===== src/rtl/base2log_pkg.sv =====
// ---------------------------------------------------------------------------
// base2log_pkg
// Purpose : shared widths and the fractional lookup table used by the base-2
//           logarithm approximator (result is unsigned Q5.3).
// Contents: INPUT_WIDTH, OUTPUT_WIDTH, FRAC_BITS, LOG_LUT and lut_frac().
// ---------------------------------------------------------------------------
package base2log_pkg;

   localparam int INPUT_WIDTH  = 32;
   localparam int OUTPUT_WIDTH = 8;
   localparam int FRAC_BITS    = 3;

   // round(8*log2(1+idx/16)) for idx = 0..15; entry 15 reaches 8 (a full
   // integer step), so each entry is 4 bits wide.
   localparam logic [3:0] LOG_LUT [16] = '{
      4'd0, 4'd1, 4'd1, 4'd2, 4'd3, 4'd3, 4'd4, 4'd4,
      4'd5, 4'd5, 4'd6, 4'd6, 4'd6, 4'd7, 4'd7, 4'd8
   };

   function automatic logic [3:0] lut_frac(input logic [3:0] idx);
      return LOG_LUT[idx];
   endfunction

endpackage


===== src/rtl/base2log_if.sv =====
// ---------------------------------------------------------------------------
// base2log_if
// Purpose : groups the operand/result signals of base2log.
// Signals : valid_i, number_i (toward the block); valid_o, log_o (from it).
// Modports: master = producer of operands, slave = the base2log block.
// ---------------------------------------------------------------------------
interface base2log_if
   import base2log_pkg::*;
#(
   parameter int IW = INPUT_WIDTH,
   parameter int OW = OUTPUT_WIDTH
);
   logic          valid_i;
   logic [IW-1:0] number_i;
   logic          valid_o;
   logic [OW-1:0] log_o;

   modport master (output valid_i, output number_i, input valid_o, input log_o);
   modport slave  (input valid_i, input number_i, output valid_o, output log_o);
endinterface


===== src/rtl/base2log_lod32.sv =====
// ---------------------------------------------------------------------------
// lod32
// Purpose : combinational leading-one detector for a 32-bit word.
// Ports   : i_data [31:0] word to scan
//           o_pos  [4:0]  index of the most significant set bit (0 if none)
//           o_zero        high when i_data has no set bit
// ---------------------------------------------------------------------------
module lod32 (
   input  logic [31:0] i_data,
   output logic [4:0]  o_pos,
   output logic        o_zero
);

   // Ascending scan: the highest set bit is the last one to write the result.
   function automatic logic [4:0] lod_index(input logic [31:0] data);
      logic [4:0] pos;
      pos = 5'd0;
      for (int i = 0; i < 32; i++) begin
         if (data[i]) begin
            pos = 5'(i);
         end else begin
            pos = pos;
         end
      end
      return pos;
   endfunction

   assign o_pos  = lod_index(i_data);
   assign o_zero = (i_data == 32'd0);

endmodule


===== src/rtl/base2log.sv =====
// ---------------------------------------------------------------------------
// base2log
// Purpose : one-cycle-latency approximate log2 of an unsigned 32-bit operand,
//           unsigned Q5.3 result saturating at 255.
// Ports   : clk  - sole clock, rising edge
//           rst  - synchronous active-high reset
//           bus  - base2log_if.slave (valid_i, number_i in; valid_o, log_o out)
// ---------------------------------------------------------------------------
module base2log
   import base2log_pkg::*;
#(
   parameter int INPUT_WIDTH  = base2log_pkg::INPUT_WIDTH,
   parameter int OUTPUT_WIDTH = base2log_pkg::OUTPUT_WIDTH,
   parameter int FRAC_BITS    = base2log_pkg::FRAC_BITS
) (
   input  logic       clk,
   input  logic       rst,
   base2log_if.slave  bus
);

   localparam int RAW_W = OUTPUT_WIDTH + 1;

   logic [4:0]              w_pos;
   logic                    w_zero;
   logic [4:0]              w_shift;
   logic [INPUT_WIDTH-1:0]  w_norm;
   logic [3:0]              w_idx;
   logic [3:0]              w_frac;
   logic [RAW_W-1:0]        w_raw;
   logic [OUTPUT_WIDTH-1:0] w_result;

   logic                    r_valid;
   logic [OUTPUT_WIDTH-1:0] r_log;

   lod32 u_lod (
      .i_data (bus.number_i),
      .o_pos  (w_pos),
      .o_zero (w_zero)
   );

   // Normalise so the leading one sits at the MSB; the next four bits are the
   // LUT index. Zeros shifted in model the positions below bit 0.
   assign w_shift = 5'd31 - w_pos;
   assign w_norm  = bus.number_i << w_shift;
   assign w_idx   = 4'(w_norm >> (INPUT_WIDTH - 5));
   assign w_frac  = lut_frac(w_idx);

   // 9-bit sum so 8*31 + 8 = 256 is visible to the saturation step.
   assign w_raw = (RAW_W'(w_pos) << FRAC_BITS) + RAW_W'(w_frac);

   // Saturate and force the all-zero operand to a zero result.
   always_comb begin
      w_result = {OUTPUT_WIDTH{1'b0}};
      if (w_zero) begin
         w_result = {OUTPUT_WIDTH{1'b0}};
      end else if (w_raw > RAW_W'({OUTPUT_WIDTH{1'b1}})) begin
         w_result = {OUTPUT_WIDTH{1'b1}};
      end else begin
         w_result = w_raw[OUTPUT_WIDTH-1:0];
      end
   end

   // Single output stage: result is captured only on valid samples, held otherwise.
   always_ff @(posedge clk) begin
      if (rst) begin
         r_valid <= 1'b0;
         r_log   <= {OUTPUT_WIDTH{1'b0}};
      end else begin
         r_valid <= bus.valid_i;
         if (bus.valid_i) begin
            r_log <= w_result;
         end else begin
            r_log <= r_log;
         end
      end
   end

   assign bus.valid_o = r_valid;
   assign bus.log_o   = r_log;

endmodule


===== src/flat_wrapper.sv =====
// flat-port wrapper written by rule: the top's interface ports become plain ports
module base2log_flat import base2log_pkg::*;
#(
   parameter int INPUT_WIDTH  = base2log_pkg::INPUT_WIDTH,
   parameter int OUTPUT_WIDTH = base2log_pkg::OUTPUT_WIDTH,
   parameter int FRAC_BITS    = base2log_pkg::FRAC_BITS
)
  (clk, rst, bus_valid_i, bus_number_i, bus_valid_o, bus_log_o);
  base2log_if bus_i ();
  input  logic clk;
  input  logic rst;
  input wire logic [$bits(bus_i.valid_i)-1:0] bus_valid_i;
  input wire logic [$bits(bus_i.number_i)-1:0] bus_number_i;
  output wire logic [$bits(bus_i.valid_o)-1:0] bus_valid_o;
  output wire logic [$bits(bus_i.log_o)-1:0] bus_log_o;
  assign bus_i.valid_i = bus_valid_i;
  assign bus_i.number_i = bus_number_i;
  assign bus_valid_o = bus_i.valid_o;
  assign bus_log_o = bus_i.log_o;
  base2log #(.INPUT_WIDTH(INPUT_WIDTH), .OUTPUT_WIDTH(OUTPUT_WIDTH), .FRAC_BITS(FRAC_BITS)) u_core (.clk(clk), .rst(rst), .bus(bus_i));
endmodule

===== config.mk =====
export PLATFORM = sky130hd
export DESIGN_NAME = base2log_flat
export DESIGN_NICKNAME = d
export VERILOG_FILES = /design/src/rtl/base2log_pkg.sv /design/src/rtl/base2log_if.sv /design/src/rtl/base2log_lod32.sv /design/src/rtl/base2log.sv /design/src/flat_wrapper.sv
export SDC_FILE = /design/constraint.sdc
export NUM_CORES = 1
export LEC_CHECK = 0
export CAP_MARGIN = 20
export CORE_MARGIN = 8
export CORE_UTILIZATION = 40
export CTS_CLUSTER_SIZE = 24
export DETAILED_ROUTE_END_ITERATION = 6
export PLACE_DENSITY_LB_ADDON = 0.05
export SYNTH_ARGS = -nofsm -noshare
export SYNTH_HDL_FRONTEND = slang
export SYNTH_SLANG_ARGS = --single-unit
export TNS_END_PERCENT = 30

===== constraint.sdc =====
create_clock -name clk -period 6.1 [get_ports clk]
set_input_delay 1.525 -clock clk [delete_from_list [all_inputs] [get_ports clk]]
set_output_delay 1.525 -clock clk [all_outputs]
set_load 0.03 [all_outputs]

==> results by group, run 1 <==
Detailed routing
  – 1st-pass router iterations: 4
  – Final routed DRC violation total: 0
  – Drt initial violations: 154
  – Via count: 2,144
  – Post-route ant nets: 0
  – Routed WL per cell: 17.9 um
  – DR vias/cell: 6.06
  – Drt total wl: 6330 um

Critical path
  – Crit Reg-Reg Endpoint: u_core.bus.log_o[2]
  – Worst-path fanout max: 9
  – R2R Path Start: u_core.bus.log_o[2]
  – R2r setup slk: 5.22 ns
  – Nature of the critical path endpoint: register
  – R2R cell count: 3
  – Critical path arrival: 5.84 ns
  – Worst path required time: 6.21 ns
  – Kind of critical path: in2reg
  – CP Launch Type: input pin

Place
  – GPL Wtd Cong: 0.880
  – Post-place setup slack: 0.168 ns
  – # port buffers: 43
  – Post-DP HPWL: 5040 um
  – DP Area: 2360 sq um

Logic synthesis
  – Share of the synthesized area in the top cell type: 10.0%
  – Most used DFF post-synth: dfxtp_1
  – Cell count after synthesis: 263
  – Syn avg cell area: 7.22 sq um
  – Post-synth cell types: 62
  – Async S/R FF share, synth: 0%
  – Syn_nets: 302
  – Synth Register Bits: 9
  – Synth Warn #: 0
  – Synthesized area: 1900 sq um
  – Number of flops mapped to enable cells by yosys: 0
  – Sequential cell area fraction in the yosys report: 9.49%
  – Largest cells by area after synthesis: mux2i_1 (10%), dfxtp_1 (9.5%), a21oi_1 (6.1%), nand2_1 (5.7%), nor2_1 (5.1%)
  – Yosys top cell by area: mux2i_1

Run status
  – Status: complete, no violations

Clock network
  – Clock buffer depth: 2
  – Max H-tree Level: 1
  – CTS Sinks: 9
  – Skew-Pair Late Insertion Delay: 0.23 ns
  – Hold buffers post-CTS: 0
  – Root buf cell: clkbuf_8
  – Total of cells resized after clock tree synthesis: 0
  – TritonCTS clock tree: built
  – TritonCTS Buffers: 3
  – Post-CTS Setup Inserts: 0
  – Clock slew seen by the registers of the worst setup and hold paths: 0.04 ns

Timing
  – Period minus WS final: 5.73 ns
  – Setup tns final: 0 ns
  – Max Clk Rate: 174 MHz
  – Fin Clk Skew: 0 ns
  – RSZ-0062 raised after global routing: false
  – Worst slew pin tran: 0.743 ns
  – Fin. Hold Viols: 0
  – Max-slew headroom: 50.3%
  – Final setup vio count: 0
  – Period Utilization, post-route: 94.0%
  – Max Slew Vio Count: 0
  – Final worst slack: 0.366 ns

Final layout
  – Post-Layout Inst Area: 2410 sq um
  – # nets final: 340
  – Share of cells above drive strength 1: 9.67%
  – Final Core Density: 51.7%
  – P&R area growth vs syn: 27.0%
  – Antenna cell count: 0
  – Filler cells: 467

Power
  – Cell-internal power: 0.000188 W
  – Pleak: 0.867 nW
  – Clock power share: 22.2%
  – Psw: 0.000118 W
  – Flop pwr share: 21.9%
  – Switching Share: 38.7%
  – Max IR drop VDD: 185 uV
  – Cell Pwr Density: 127 nW/um^2
  – Combinational share of power: 56.0%

Floorplanning
  – Die ar.: 7210 sq um
  – Initial Util: 40.7%
  – Core area: 4660 sq um
  – Io pins: 44
  – DIE HEIGHT: 84.9 um
  – Row cnt: 25
  – Chip Width: 84.9 um

Global routing
  – Largest net degree at the start of global routing: 39
  – First-pass GRT wire length: 10,100 um
  – GRT Overall Usage: 16.9%
  – Number of global-route vias before repair: 1,953
  – GRT Residual Overflow: 0
  – Initial antenna violation count: 0

Min path
  – HP Class: reg2reg
  – Hold path depth: 2
  – Worst Hold Launch: u_core.bus.log_o[3]
  – Hold EP: u_core.bus.log_o[3]

Flow run
  – Max Cap Viol: 0
## cells in the final DEF (no fill, tap or decap), types with 3 or more instances in the layout
cell type	count
or4_1	4
a221o_1	3
inv_1	9
o21a_1	3
nor2_1	26
nand2b_1	4
nor2b_1	5
nor4_1	10
nand3_1	5
a221oi_1	3
clkdlybuf4s50_1	43
ha_1	4
a211oi_1	4
nor3_1	3
a31oi_1	6
o211ai_1	6
dfxtp_1	9
o21ai_0	9
clkbuf_8	3
nand2_1	29
o31ai_1	3
mux2i_1	19
a21oi_1	23
buf_4	8
mux2_2	7
o2111ai_1	3
## cells in the mapped netlist (6+ instances only)
cell type  instances
dfxtp_1            9
mux2i_1           19
o211ai_1           6
nor4_1            10
o21ai_0            9
nor2_1            26
a21oi_1           23
mux2_2             7
nand2_1           29
a31oi_1            6
inv_1              9
clkbuf_1           8
## final cells by class
type	count	area [sq um]	share of cell area, %
inverters	9	33.8	1.40
flip-flops and latches	9	180	7.48
repair buffers	52	510	21.2
well taps	54	67.6	2.80
clock buffers	4	45.0	1.87
multi-input cells	226	1570	65.3
## cells by family (layout without fill, tap and decap cells)
kind of cell    Yosys count  after routing  share of synthesized area (%)
flops                     9              9                           9.49
xor+xnor                  3              3                           1.38
mux                      28             28                           16.5
buf+inv                  28             65                           7.65
compound gates           95             95                           37.9
fa+ha+maj                 4              4                           2.64
simple gates             96             96                           24.4
## sequential cells by signal (all words and copies together), names as in the netlist
signal              cells
u_core.bus.valid_o      1
u_core.bus.log_o        8
## metrics by stage
stage	instances	total power (W)	hold WS (ns)
2_1_floorplan	263	0.000174	0.581
3_3_place_gp	350	0.000239	0.443
3_5_place_dp	350	0.000238	0.447
4_1_cts	354	0.000307	0.454
5_1_grt	354	0.000328	0.477
6_report	354	0.000306	0.450
## worst max path at each step
stage	startpoint	end	slack [ns]	depth (start not counted)
after floorplan	bus_number_i[14]	u_core.bus.log_o[7]	1.06	22
after global placement	bus_number_i[13]	u_core.bus.log_o[7]	0.15	18
after detailed placement	bus_number_i[11]	u_core.bus.log_o[7]	0.17	18
after CTS	bus_number_i[13]	u_core.bus.log_o[7]	0.39	18
after global routing	bus_number_i[11]	u_core.bus.log_o[7]	0.03	18
final	bus_number_i[11]	u_core.bus.log_o[7]	0.37	18
## critical path: stages
cell	delay (ns)
clkdlybuf4s50_1	0.56
or4_4	0.63
o2111ai_1	0.44
nand2_1	0.33
nand3_1	0.16
o21ai_0	0.10
a221o_1	0.37
a32oi_1	0.34
inv_1	0.15
ha_1	0.22
nand2_1	0.06
nor2_1	0.04
ha_1	0.24
ha_1	0.23
a31oi_1	0.14
a41oi_1	0.07
a22oi_1	0.17
nor2_1	0.05
## per-layer routing
metal / wire length, um / GRT usage [%] / vias up / share of wire, %
li1: - / - / 1096 / -
met1: 3070 / 23.9 / 975 / 49
met2: 2860 / 26.1 / 69 / 45
met3: 344 / 3.09 / 4 / 5.4
met4: 51 / 2.59 / 0 / 0.81
met5: 0 / 0 / - / 0
## power groups by stage
stage / clock, W / combinational (W) / sequential [W]
2_1_floorplan: 0 / 0.0000966 / 0.0000779
3_3_place_gp: 0 / 0.000171 / 0.0000680
3_5_place_dp: 0 / 0.000170 / 0.0000678
4_1_cts: 0.0000699 / 0.000171 / 0.0000669
5_1_grt: 0.0000750 / 0.000185 / 0.0000675
6_report: 0.0000678 / 0.000171 / 0.0000669
Power figures use the tool's default switching activity.
==> run 2, diff against run 1 <==
Settings changed: CAP_MARGIN 20 to default.
==> results of run 2 <==
No change in the layout: final DEF, timing and power equal those of run 1.
